===== src/rtl/counter_seq_ctrl.sv =====
// Command-driven START/PAUSE/RESUME/STOP sequencer for a 4-bit load/enable counter.
// Optional sticky irq/irq_clr pair is built when SEQ_IRQ_EN is defined.
module counter_seq_ctrl #(
  parameter logic [3:0]  P_COUNT_MAX = 4'd10,
  parameter int unsigned P_WRAP_W    = 8
) (
  input  logic                clk,
  input  logic                rst,
  input  logic                cmd_valid,
  output logic                cmd_ready,
  input  logic [1:0]          cmd_op,
  input  logic [3:0]          cmd_start_val,
  input  logic [P_WRAP_W-1:0] cmd_wraps,
  output logic                cnt_load,
  output logic [3:0]          cnt_load_data,
  output logic                cnt_enable,
  input  logic [3:0]          cnt_count,
  input  logic                cnt_is_max,
  output logic                busy,
  output logic                done,
  output logic                err,
  output logic [P_WRAP_W-1:0] wraps_left
`ifdef SEQ_IRQ_EN
  ,
  input  logic                irq_clr,
  output logic                irq
`endif
);

  localparam logic [1:0] OP_START  = 2'b00;
  localparam logic [1:0] OP_PAUSE  = 2'b01;
  localparam logic [1:0] OP_RESUME = 2'b10;
  localparam logic [1:0] OP_STOP   = 2'b11;

  typedef enum logic [1:0] {ST_IDLE, ST_LOAD, ST_RUN, ST_HOLD} state_t;

  state_t r_state;
  logic   w_accept;
  logic   w_wrap;
  logic   w_last;
  logic   w_start_ok;
  logic   w_stop;
  logic   w_done_set;
  logic   w_unused;

  assign cmd_ready  = (r_state != ST_LOAD) && !rst;
  assign w_accept   = cmd_valid && cmd_ready;
  assign w_wrap     = cnt_enable && cnt_is_max;
  assign w_last     = w_wrap && (wraps_left == P_WRAP_W'(1));
  assign w_start_ok = (cmd_wraps != '0) && (cmd_start_val <= P_COUNT_MAX);
  assign w_stop     = w_accept && (cmd_op == OP_STOP);
  // STOP on the final wrap edge suppresses done
  assign w_done_set = (r_state == ST_RUN) && w_last && !w_stop;
  // count is status only; the FSM keys off cnt_is_max
  assign w_unused   = ^cnt_count;

  always_ff @(posedge clk) begin
    if (rst) begin
      r_state       <= ST_IDLE;
      cnt_load      <= 1'b0;
      cnt_load_data <= 4'd0;
      cnt_enable    <= 1'b0;
      busy          <= 1'b0;
      done          <= 1'b0;
      err           <= 1'b0;
      wraps_left    <= '0;
    end else begin
      cnt_load <= 1'b0;
      done     <= 1'b0;
      err      <= 1'b0;
      case (r_state)
        ST_IDLE: begin
          if (w_accept) begin
            if ((cmd_op == OP_START) && w_start_ok) begin
              r_state       <= ST_LOAD;
              cnt_load      <= 1'b1;
              cnt_load_data <= cmd_start_val;
              wraps_left    <= cmd_wraps;
              busy          <= 1'b1;
            end else begin
              err <= 1'b1;
            end
          end
        end
        ST_LOAD: begin
          r_state    <= ST_RUN;
          cnt_enable <= 1'b1;
        end
        ST_RUN: begin
          if (w_stop) begin
            r_state    <= ST_IDLE;
            cnt_enable <= 1'b0;
            wraps_left <= '0;
            busy       <= 1'b0;
          end else begin
            if (w_wrap) wraps_left <= wraps_left - P_WRAP_W'(1);
            if (w_last) begin
              r_state    <= ST_IDLE;
              cnt_enable <= 1'b0;
              done       <= 1'b1;
              busy       <= 1'b0;
            end else if (w_accept) begin
              if (cmd_op == OP_PAUSE) begin
                r_state    <= ST_HOLD;
                cnt_enable <= 1'b0;
              end else begin
                err <= 1'b1;
              end
            end
          end
        end
        ST_HOLD: begin
          if (w_accept) begin
            if (cmd_op == OP_RESUME) begin
              r_state    <= ST_RUN;
              cnt_enable <= 1'b1;
            end else if (cmd_op == OP_STOP) begin
              r_state    <= ST_IDLE;
              wraps_left <= '0;
              busy       <= 1'b0;
            end else begin
              err <= 1'b1;
            end
          end
        end
        default: r_state <= ST_IDLE;
      endcase
    end
  end

`ifdef SEQ_IRQ_EN
  // sticky interrupt; a set on the same edge as irq_clr wins
  always_ff @(posedge clk) begin
    if (rst)             irq <= 1'b0;
    else if (w_done_set) irq <= 1'b1;
    else if (irq_clr)    irq <= 1'b0;
  end
`endif

endmodule


===== config.mk =====
export PLATFORM = sky130hd
export DESIGN_NAME = counter_seq_ctrl
export DESIGN_NICKNAME = d
export VERILOG_FILES = /design/src/rtl/counter_seq_ctrl.sv
export SDC_FILE = /design/constraint.sdc
export NUM_CORES = 1
export LEC_CHECK = 0
export CAP_MARGIN = 20
export CORE_MARGIN = 2
export CORE_UTILIZATION = 35
export DETAILED_ROUTE_END_ITERATION = 10
export SETUP_SLACK_MARGIN = 0.02
export SYNTH_ARGS = -nofsm -noshare
export SYNTH_HDL_FRONTEND = slang
export SYNTH_SLANG_ARGS = --single-unit

===== constraint.sdc =====
create_clock -name clk -period 3.95 [get_ports clk]
set_input_delay 0.79 -clock clk [delete_from_list [all_inputs] [get_ports clk]]
set_output_delay 0.79 -clock clk [all_outputs]
set_load 0.005 [all_outputs]

**Word level (Yosys, flattened, before mapping)**

Cells that the tools add are included.

- Flip-flop bits (word level): 19
- Bits of input ports: 22
- Output and inout port bits: 18
- Logic and storage cells: 97

- $add $sub $neg: 1
- $lt $le $gt $ge: 1
- Equality and inequality tests: 19
- Mux-type cells: 45
- Bitwise gates (word level): 3
- Reduce and logical (&&, ||, !) cells: 20

Operator list:

| kind | number |
|---|---|
| 2-to-1 mux 8 bit | 7 |
| 2-to-1 mux 1 bit | 24 |
| case mux 8 bit (3 select lines) | 1 |
| 2-to-1 mux 2 bit | 9 |
| AND reduction 7 bit | 2 |
| inequality test 2 bit, second input constant | 6 |
| inequality test 3 bit, second input constant | 3 |
| case mux 1 bit (3 select lines) | 3 |
| == test 2 bit, second input constant | 4 |
| == test 8 x 1 -> 1 bit, second input constant | 1 |
| case mux 2 bit (4 select lines) | 1 |
| nonzero test 8 bit | 1 |
| subtractor 8 x 1 -> 8 bit, second input constant | 1 |
| logical AND 1 bit | 7 |
| AND reduction 6 bit | 1 |
| nonzero test 3 bit | 2 |
| OR reduction 3 bit | 2 |
| AND reduction 5 bit | 1 |
| == test 2 x 1 -> 1 bit, second input constant | 2 |
| less-or-equal comparator 4 bit, second input constant | 1 |
| zero test 2 bit | 2 |
| inequality test 4 x 3 -> 1 bit, second input constant | 1 |
| inequality test 4 bit, second input constant | 1 |
| NOT 1 bit | 3 |
| 3 further kinds | 3 |

**Logic depth before layout (Yosys ltp)**

Gate-level depths: netlist of the first run.

- Depth in word-level cells: 7
- Gate-level depth with buffers: 7
- Gate-level depth less buffers: 7

**Worst setup path after synthesis of the first run**

OpenSTA, ideal clock, no wires.

- Path type: input port to flip-flop
- Start: input port cmd_wraps[5]
- End: register wraps_left[6]
- Library setup time: 91 ps
- Arrival: 2171 ps
- Data required time: 3859 ps
- Setup slack: 1688 ps
- Cell stages on the path: 5
- Buffers on the path: 0
- Path through: or4_1 or2_1 a21boi_1 nor2_1 a311oi_1

- Cells in the longest elaborated chain, start to end: 5

RTL lines:

| what | RTL line | text |
|---|---|---|
| start, declared | 13 | `input logic [P_WRAP_W-1:0] cmd_wraps,` |
| nonzero test 8 bit | 50 | `assign w_start_ok = (cmd_wraps != '0) && (cmd_start_val <= P_COUNT_MAX);` |
| logical AND 1 bit | 50 |  |
| logical AND 1 bit | 74 | `if ((cmd_op == OP_START) && w_start_ok) begin` |
| inequality test 2 bit (no line) | -- |  |
| AND reduction 7 bit (no line) | -- |  |
| end signal, assigned | 78 | `wraps_left <= cmd_wraps;` |
| end signal, assigned | 96 | `if (w_wrap) wraps_left <= wraps_left - P_WRAP_W'(1);` |
| end, declared | 22 | `output logic [P_WRAP_W-1:0] wraps_left` |

Every way passes these cells.
A chain may end at the register's enable or synchronous reset.

**Worst setup path in the final report of the first run**

- Start: input port rst
- End: output port cmd_ready

- Cells in the longest elaborated chain, start to end: 2

RTL lines:

| what | RTL line | text |
|---|---|---|
| start, declared | 8 | `input logic rst,` |
| zero test 1 bit | 46 | `assign cmd_ready = (r_state != ST_LOAD) && !rst;` |
| logical AND 1 bit | 46 |  |
| end, declared | 10 | `output logic cmd_ready,` |

Every way passes these cells.

==> results.cfg, run 1 <==
[synth]
post-synth-top-count-cell = sky130_fd_sc_hd__dfxtp_1
synth.largest_area_cell = sky130_fd_sc_hd__dfxtp_1
syn_nets = 166
syn-cell-area_um2 = 1169
synth_enable_flop_cells = 0
yosys-top-cells-area = sky130_fd_sc_hd__dfxtp_1 (33%), sky130_fd_sc_hd__ha_1 (7.5%), sky130_fd_sc_hd__a21oi_1 (5.1%)
synthDistinctLibCells = 42
synth-seq-area-share_pct = 32.55
synth_ff_type = sky130_fd_sc_hd__dfxtp_1
synth_warnings = 0
instance_count_of_the_mapped_netlist = 137
yosys_register_bits = 19
yosys.area.top_type_share_pct = 32.55
post_synth_most_frequent_cells = sky130_fd_sc_hd__dfxtp_1 (19), sky130_fd_sc_hd__nor2_1 (14), sky130_fd_sc_hd__a21oi_1 (12)
synthArstFlopShare_pct = 0
mean_syn_cell_area_um2 = 8.530

[clock_network]
cts_setup_buffers = 0
clk_pin_slew_worst_paths_ns = 0.12
numClockSinks = 19
cts_tree = done
cts_hold_buffers = 0
number_of_levels_in_the_clock_h_tree = 1
clock_path_buffers = 2
numCtsBuffers = 3
worst_skew_pair.late_latency_ns = 0.30
ctsResizeCount = 0
clk_root_buffer_cell = sky130_fd_sc_hd__clkbuf_4

[timing]
max_freq_mhz = 347.2
timing.slew.headroom_pct = 59.13
drv_slew = 0
setup_repair_after_global_routing_missed_its_margin = false
period_needed_ns = 2.881
period_share_pct = 72.92
fin_setup_tns_ns = 0
timing.final.hold_violations = 0
tightestPinTransition_ns = 0.6108
final.setup.worst_slack_ns = 1.070
skew_ns = 0.01018
report.final.setup_viol = 0

[route]
final_antenna_net_count = 0
route.final.wire_length_um = 3142
met2_wirelength_um = 1501
route.met3.wl_um = 74
via_per_inst = 5.461
drt_iter0_markers = 55
first_drt_pass_iteration_count = 4
avgRoutedWirePerCell_um = 14.35
total_drc_errors_in_the_routed_layout = 0
met1_length_um = 1544
vias = 1196
dr.max_layer_used = met4

[cells_and_area]
post_synthesis_to_final_layout_area_growth_pct = 37.58
final_nets = 205
fillers = 339
post_route_cells_drive_above_1_share_pct = 6.286
final_area_um2 = 1608
diodes = 0

[die]
top_level_ports = 40
die_height_um = 61.79
fp.coreArea_um2 = 3103
fp.dieW_um = 61.79
floorplan.die_area_um2 = 3817
initial_utilization_pct = 37.66
num_rows = 20

[pwr]
power_frac_seq_pct = 33.2
total_leakage_power_nw = 0.6038
peakVddDrop_mv = 0.2817
pwr-share-clk_pct = 11.6
power_per_cell_area_nw_per_um2 = 535.5
p_int_w = 0.0005105
power.share.switching_pct = 40.71
switching_power_w = 0.0003505
p_comb_share_pct = 55.2

[placed_design]
pre_cts_ws_ns = 0.9406
gp_congestion = 0.8147
postPlaceCellArea_um2 = 1582
dp.final_hpwl_um = 2372
port_buffers = 35

[setup_path]
standard_cell_with_the_maximum_stage_delay_on_the_critical_path = sky130_fd_sc_hd__clkdlybuf4s50_1
worst-path-max-fanout = 11
cp_max_stage_delay_ns = 0.60
timing.critical_path.arrival_ns = 2.09
worstSetupStartpointType = input port
critical_path_required_ns = 3.16
critPathMostFrequentCell = sky130_fd_sc_hd__clkdlybuf4s50_1
crit_type = input port to primary output
end_kind = primary output
crit_chain = clkdlybuf4s50_1 -> nor2_1 -> clkdlybuf4s50_1

[global_route]
grt_pass1_wl_um = 5223
gr-total-overflow = 0
grt_antenna_before_repair = 0
gr-usage-all-layers_pct = 18.40
largest_net_degree_at_the_start_of_global_routing = 13
grt_pass1_vias = 1123

[run_status]
status = complete, no violations

[min_path]
worst_hold_path_type = flop to flop

[job]
maxCapViolations = 0
[stage by stage]
step            power, W  hold slack (ns)  std cells  utilization, %
5_1_grt        0.0009415           0.4986        219           51.81
4_1_cts        0.0008651           0.4888        219           51.81
2_1_floorplan  0.0005850           0.4646        137               -
6_report       0.0008610           0.4851        219           51.81
3_3_place_gp   0.0007561           0.4585        215           50.97
3_5_place_dp   0.0007602           0.4692        215           50.97
[worst max-delay path, delay by kind of cell]
family	cells	cell delay, ns
buffers and inverters	2	1.12
and+or+nand+nor	1	0.17
[cell usage in the layout, fill, tap and decap left out, drive strengths merged, types with 6 or more instances in the layout]
cell,synthesis,routed
clkdlybuf4s50,0,35
inv,9,9
nor2,14,14
dfxtp,19,19
a211oi,7,7
a311oi,6,6
a21oi,12,12
ha,7,7
nand2,8,8
[power by group through the flow]
stage	clock [W]	sequential, W	combinational [W]
finish	0.0000998	0.000286	0.000475
global route	0.000120	0.000292	0.000529
CTS	0.000105	0.000286	0.000474
detailed placement	0	0.000289	0.000471
global placement	0	0.000288	0.000469
floorplan	0	0.000282	0.000303
[path summary, 6_finish.rpt]
| kind | from | endpoint | slack [ns] | cells after the start |
|---|---|---|---|---|
| worst max-delay path | rst | cmd_ready | 1.07 | 3 |
| worst min-delay path | busy | busy | 0.49 | 2 |
| worst max register to register | r_state[1] | wraps_left[7] | 1.71 | 7 |
| worst min register to register | busy | busy | 0.49 | 2 |
[sequential cells by signal, indices dropped and copies added (netlist names)]
register / flops
cnt_enable: 1
err: 1
r_state: 2
busy: 1
done: 1
wraps_left: 8
cnt_load: 1
cnt_load_data: 4
[per-layer routing]
| layer | vias to the layer above | global-route usage (%) |
|---|---|---|
| met5 | - | 0 |
| met1 | 583 | 24.87 |
| met3 | 2 | 2.692 |
| met4 | 0 | 6.079 |
| li1 | 594 | - |
| met2 | 17 | 30.08 |
[kinds of logic after synthesis]
family	count (synthesis)	synth area share [%]
AOI/OAI and AO/OA	46	28.27
xor gates and xnor gates	5	3.747
adders and majority gates	7	7.494
buffers and inverters	13	4.175
DFF	19	32.55
muxes	4	3.426
and+or+nand+nor	43	20.34
[layout make-up]
type	count	area [um2]	share of cell area, %
well taps	44	55.05	3.424
multi-input cells	105	739.5	45.99
repair buffers	38	372.9	23.19
flip-flops and latches	19	380.4	23.66
clock buffers	4	26.28	1.634
inverters	9	33.78	2.101
Power figures use the tool's default switching activity.
==> run 2, diff against run 1 <==
==> constraint.sdc (replaced) <==
create_clock -name clk -period 3 [get_ports clk]
set_input_delay 0.6 -clock clk [delete_from_list [all_inputs] [get_ports clk]]
set_output_delay 0.6 -clock clk [all_outputs]
set_load 0.005 [all_outputs]
==> run 2 against run 1 <==
  * Sequential cell count stayed put
  * Sequential share of layout area stayed put
  * Global-route usage is 0.26 points lower
  * Highest routed layer unchanged
  * Register-to-register slack worse by 1.2 ns
  * Die area stayed put
  * Sequential power is 32% higher
  * Clock skew is 0.0056 ns lower
  * Via count is 1.6% higher
  * Wire length is 2.1% higher
==> results.cfg, run 2 (synthesized netlist as in run 1, its figures left out) <==
[placed_design]
dp.final_hpwl_um = 2402
gp_congestion = 0.8163
postPlaceCellArea_um2 = 1582
numPlacedInstances = 215
port_buffers = 35

[min_path]
timing.hold.worst.start = busy
worst_hold_path_type = flop to flop

[cells_and_area]
layout.cells.most_common_list = sky130_fd_sc_hd__clkdlybuf4s50_1 (35), sky130_fd_sc_hd__dfxtp_1 (19), sky130_fd_sc_hd__nor2_1 (14)
post_synthesis_to_final_layout_area_growth_pct = 37.58
regMostFlops = wraps_left
layoutNonFillerInstCount = 219
largest_register_ff_count = 8
post-route-util_pct = 51.81
layout.cells.most_common = sky130_fd_sc_hd__clkdlybuf4s50_1
final_nets = 205
post_route_cells_drive_above_1_share_pct = 6.286
largest_registers = wraps_left x8, cnt_load_data x4, r_state x2
final_area_um2 = 1608
fillers = 328
diodes = 0

[global_route]
gr-total-overflow = 0
grt_antenna_before_repair = 0
grt_pass1_vias = 1136
largest_net_degree_at_the_start_of_global_routing = 13
grt_pass1_wl_um = 5168
gr-usage-all-layers_pct = 18.13

[pwr]
total_leakage_power_nw = 0.6033
p_int_w = 0.0006682
power_per_cell_area_nw_per_um2 = 707.3
p_comb_share_pct = 55.0
power_frac_seq_pct = 33.2
pwr-share-clk_pct = 11.8
switching_power_w = 0.0004689
peakVddDrop_mv = 0.3839
power.share.switching_pct = 41.24

[timing]
timing.final.hold_violations = 0
period_needed_ns = 2.549
drv_slew = 0
tightestPinTransition_ns = 0.6697
setup_repair_after_global_routing_missed_its_margin = false
max_freq_mhz = 392.3
period_share_pct = 84.96
timing.slew.headroom_pct = 55.19
report.final.setup_viol = 0
fin_setup_tns_ns = 0
skew_ns = 0.004564

[route]
vias = 1215
first_drt_pass_iteration_count = 4
route.final.wire_length_um = 3207
final_antenna_net_count = 0
drt_iter0_markers = 52
via_per_inst = 5.548
total_drc_errors_in_the_routed_layout = 0
avgRoutedWirePerCell_um = 14.64

[die]
floorplan.die_area_um2 = 3817
top_level_ports = 40
fp.coreArea_um2 = 3103
die_height_um = 61.79
initial_utilization_pct = 37.66
fp.dieW_um = 61.79
num_rows = 20

[setup_path]
end_kind = flop
crit_chain = clkdlybuf4s50_1 -> or4_1 -> or2_1 -> a21boi_1 -> nor2_1 -> a211oi_1
worst-path-max-fanout = 7
worst_r2r_endpoint = wraps_left[2]
critical_path_endpoint = wraps_left[2]
cp_max_stage_delay_ns = 0.56
worstReg2RegStart = r_state[1]
critical_path.startpoint = cmd_wraps[5]
length_in_cells_of_the_worst_reg_to_reg_path = 7
critical_path_required_ns = 3.21
standard_cell_with_the_maximum_stage_delay_on_the_critical_path = sky130_fd_sc_hd__or4_1
crit_type = input port to flop
worstSetupStartpointType = input port
timing.critical_path.arrival_ns = 2.76
reg2reg_setup_slack_ns = 0.50

[clock_network]
ctsResizeCount = 0
cts_tree = done
number_of_levels_in_the_clock_h_tree = 1
cts_setup_buffers = 0
numClockSinks = 19
numCtsBuffers = 3
clk_root_buffer_cell = sky130_fd_sc_hd__clkbuf_4
clk_pin_slew_worst_paths_ns = 0.11
cts_hold_buffers = 0
worst_skew_pair.late_latency_ns = 0.30
clock_path_buffers = 2

[run_status]
status = complete, no violations

[job]
maxCapViolations = 0
## run 2: cell counts in the layout (fill, tap and decap cells not counted)
Identical to the previous run, type by type.
## run 2: routing by layer
metal  wire, um  share of wire, %  vias up  global-route usage, %
li1           -                 -      594                      -
met1       1503                47      579                  23.59
met2       1552                48       40                  30.83
met3        134               4.2        2                  4.348
met4         16              0.50        0                  3.343
met5          0                 0        -                      0
## run 2: layout make-up
cell class	count	area, um2	share of cell area [%]
inverters	9	33.78	2.101
multi-input cells	105	739.5	45.99
flip-flops and latches	19	380.4	23.66
clock buffers	4	26.28	1.634
well taps	44	55.05	3.424
repair buffers	38	372.9	23.19
## run 2: per-stage QoR
| step | setup WS, ns | hold WS (ns) | power [W] |
|---|---|---|---|
| final | 0.4512 | 0.4746 | 0.001137 |
| after global routing | 0.3286 | 0.5274 | 0.001236 |
| after CTS | 0.4409 | 0.4814 | 0.001141 |
| after detailed placement | 0.1310 | 0.4648 | 0.001001 |
| after global placement | 0.1749 | 0.4572 | 0.0009905 |
| after floorplan | 0.9277 | 0.4646 | 0.0007703 |
## run 2: how the worst min path moves through the flow
stage	end	slack, ns	depth (start not counted)
after global routing	busy	0.53	2
final	busy	0.47	2
after CTS	busy	0.48	2
after detailed placement	busy	0.46	2
after floorplan	busy	0.46	2
after global placement	busy	0.46	2
## run 2: critical path, delay by kind of cell
family	cells	cell delay, ns
buffers and inverters	1	0.43
and+or+nand+nor	3	1.09
AOI/OAI and AO/OA	2	0.65
## run 2: power groups by stage
| stage | clock [W] | combinational [W] | sequential (W) |
|---|---|---|---|
| floorplan | 0 | 0.000399 | 0.000372 |
| global placement | 0 | 0.000611 | 0.000379 |
| detailed placement | 0 | 0.000620 | 0.000381 |
| CTS | 0.000140 | 0.000624 | 0.000377 |
| global route | 0.000150 | 0.000698 | 0.000388 |
| finish | 0.000134 | 0.000626 | 0.000377 |
==> run 3, diff against run 2 <==
--- a/config.mk
+++ b/config.mk
@@ -9,6 +9,7 @@
 export CORE_MARGIN = 2
 export CORE_UTILIZATION = 35
 export DETAILED_ROUTE_END_ITERATION = 10
+export PLACE_DENSITY = 0.67
 export SETUP_SLACK_MARGIN = 0.02
 export SYNTH_ARGS = -nofsm -noshare
 export SYNTH_HDL_FRONTEND = slang
==> constraint.sdc (replaced) <==
create_clock -name clk -period 2.05 [get_ports clk]
set_input_delay 0.41 -clock clk [delete_from_list [all_inputs] [get_ports clk]]
set_output_delay 0.41 -clock clk [all_outputs]
set_load 0.005 [all_outputs]
==> run 3 against run 2 <==
  * Utilization is 13 points higher
  * Final cell count up 15%
  * Clock skew increased by 0.00094 ns
  * Cell area grew 25%
  * Sequential cell count stayed put
  * First-iteration DRC count is 17% higher
  * Worst setup slack lost 0.38 ns
  * Sequential share of layout area down 4.5 points
  * Die area unchanged
  * Clock-buffer cell count did not move
  * Clock power grew 49%
==> results.cfg, run 3 (synthesized netlist as in run 1, its figures left out) <==
[cells_and_area]
fillers = 275
largest_registers = wraps_left x8, cnt_load_data x4, r_state x2
final-seq-area_um2 = 385.4
diodes = 0
largest_register_ff_count = 8
layout.cells.most_common = sky130_fd_sc_hd__buf_4
regMostFlops = wraps_left
multi_input_gate_area_um2 = 888.4
layoutNonFillerInstCount = 251
final_area_um2 = 2012
post_synthesis_to_final_layout_area_growth_pct = 72.16
post_route_cells_drive_above_1_share_pct = 32.85
layout.cells.most_common_list = sky130_fd_sc_hd__buf_4 (34), sky130_fd_sc_hd__clkdlybuf4s50_1 (31), sky130_fd_sc_hd__dfxtp_1 (17)
final_nets = 237

[die]
initial_utilization_pct = 37.66
floorplan.die_area_um2 = 3817
fp.coreArea_um2 = 3103
fp.dieW_um = 61.79
die_height_um = 61.79
num_rows = 20
top_level_ports = 40

[route]
drt_iter0_markers = 61
final_antenna_net_count = 0
total_drc_errors_in_the_routed_layout = 0
first_drt_pass_iteration_count = 4
route.final.wire_length_um = 3665
vias = 1321
via_per_inst = 5.263
avgRoutedWirePerCell_um = 14.60

[timing]
tightestPinTransition_ns = 0.3573
skew_ns = 0.005504
report.final.setup_viol = 0
final.setup.worst_slack_ns = 0.07200
timing.final.hold_violations = 0
drv_slew = 0
period_needed_ns = 1.978
timing.slew.headroom_pct = 76.18
period_share_pct = 96.49
final.hold.worst_slack_ns = 0.5021
max_freq_mhz = 505.6

[global_route]
grt_pass1_vias = 1235
grt_met2_usage_pct = 33.98
grt_antenna_before_repair = 0
gr-total-overflow = 0
globalRouteMet3Util_pct = 3.520
grt_pass1_wl_um = 5733
use_met1_pct = 26.47
grt_busiest_layer = met2
largest_net_degree_at_the_start_of_global_routing = 12
gr-usage-all-layers_pct = 20.05

[placed_design]
numPlacedInstances = 244
gp_congestion = 0.8008
port_buffers = 35
pre_cts_ws_ns = -0.4514
postPlaceCellArea_um2 = 1805
dp.final_hpwl_um = 2705

[pwr]
power.share.switching_pct = 39.84
switching_power_w = 0.0007997
p_comb_share_pct = 63.8
total_leakage_power_nw = 0.8156
power_frac_seq_pct = 26.3
power_per_cell_area_nw_per_um2 = 997.8
p_int_w = 0.001208
peakVddDrop_mv = 0.6268
pwr-share-clk_pct = 9.9

[run_status]
status = complete, no violations

[setup_path]
worst-path-max-fanout = 5
reg2reg_setup_slack_ns = 0.08
end_kind = flop
critical_path_required_ns = 2.26
crit_type = input port to flop
worstSetupStartpointType = input port
timing.critical_path.arrival_ns = 2.19

[clock_network]
clk_root_buffer_cell = sky130_fd_sc_hd__clkbuf_4
numCtsBuffers = 3
cts_tree = done
number_of_levels_in_the_clock_h_tree = 1
clock_path_buffers = 2
numClockSinks = 19
worst_skew_pair.late_latency_ns = 0.30
clk_pin_slew_worst_paths_ns = 0.12

[job]
maxCapViolations = 0

[min_path]
worst_hold_path_type = input port to flop
==> run 3: cell types whose count changed in the layout (fill, tap and decap cells not counted), moves of 2 or more <==
cell	delta
sky130_fd_sc_hd__a311oi_1	-3
sky130_fd_sc_hd__clkdlybuf4s50_1	-4
sky130_fd_sc_hd__a211oi_1	-5
sky130_fd_sc_hd__ha_1	-3
sky130_fd_sc_hd__dlymetal6s2s_1	+3
sky130_fd_sc_hd__ha_4	+2
sky130_fd_sc_hd__dfxtp_1	-2
sky130_fd_sc_hd__a311oi_2	+3
sky130_fd_sc_hd__or4_1	-2
sky130_fd_sc_hd__or4_4	+2
sky130_fd_sc_hd__buf_4	+31
sky130_fd_sc_hd__a211oi_2	+5
==> run 3: worst paths after layout <==
kind	endpoint	start	cells past startpoint
setup / recovery	r_state[0]	cnt_is_max	6
hold / removal	err	rst	3
setup reg to reg	r_state[0]	wraps_left[1]	7
hold reg to reg	busy	busy	2
==> run 3: power by group through the flow <==
stage          Clock [W]  Combinational [W]  Sequential (W)
6_report        0.000199            0.00128        0.000528
5_1_grt         0.000223            0.00139        0.000538
4_1_cts         0.000208            0.00118        0.000519
3_5_place_dp           0            0.00110        0.000527
3_3_place_gp           0            0.00107        0.000522
2_1_floorplan          0           0.000591        0.000544
==> run 3: through the flow <==
step                      utilization (%)   TNS (ns)  power [W]
after detailed placement            58.19     -5.740   0.001624
after floorplan                         -          0   0.001135
after global placement              58.19     -4.974   0.001594
final                               64.84          0   0.002007
after global routing                64.84  -0.003707   0.002155
after CTS                           61.57          0   0.001911
==> run 3: routing by layer <==
layer	vias to the layer above	wire length [um]
met4	0	42
met1	627	1679
met3	4	101
met2	29	1841
met5	-	0
li1	661	-
==> run 3: critical path, stage by stage <==
cell	delay, ns
sky130_fd_sc_hd__clkdlybuf4s50_1	0.48
sky130_fd_sc_hd__nand4b_1	0.10
sky130_fd_sc_hd__or4_4	0.55
sky130_fd_sc_hd__a32oi_4	0.25
sky130_fd_sc_hd__a21oi_1	0.12
sky130_fd_sc_hd__a311oi_1	0.29
==> run 3: what timing repair did <==
item	in CTS	in global routing
setup endpoints to repair	12	15
gates resized for setup	14	26
setup buffers	2	1
hold buffers	0	0
pin swaps	5	9
==> run 3: area by class of cell <==
class | instances | area share [%]
multi-input cells | 105 | 44.15
repair buffers | 70 | 30.97
flip-flops and latches | 19 | 19.15
well taps | 44 | 2.736
inverters | 9 | 1.679
clock buffers | 4 | 1.306
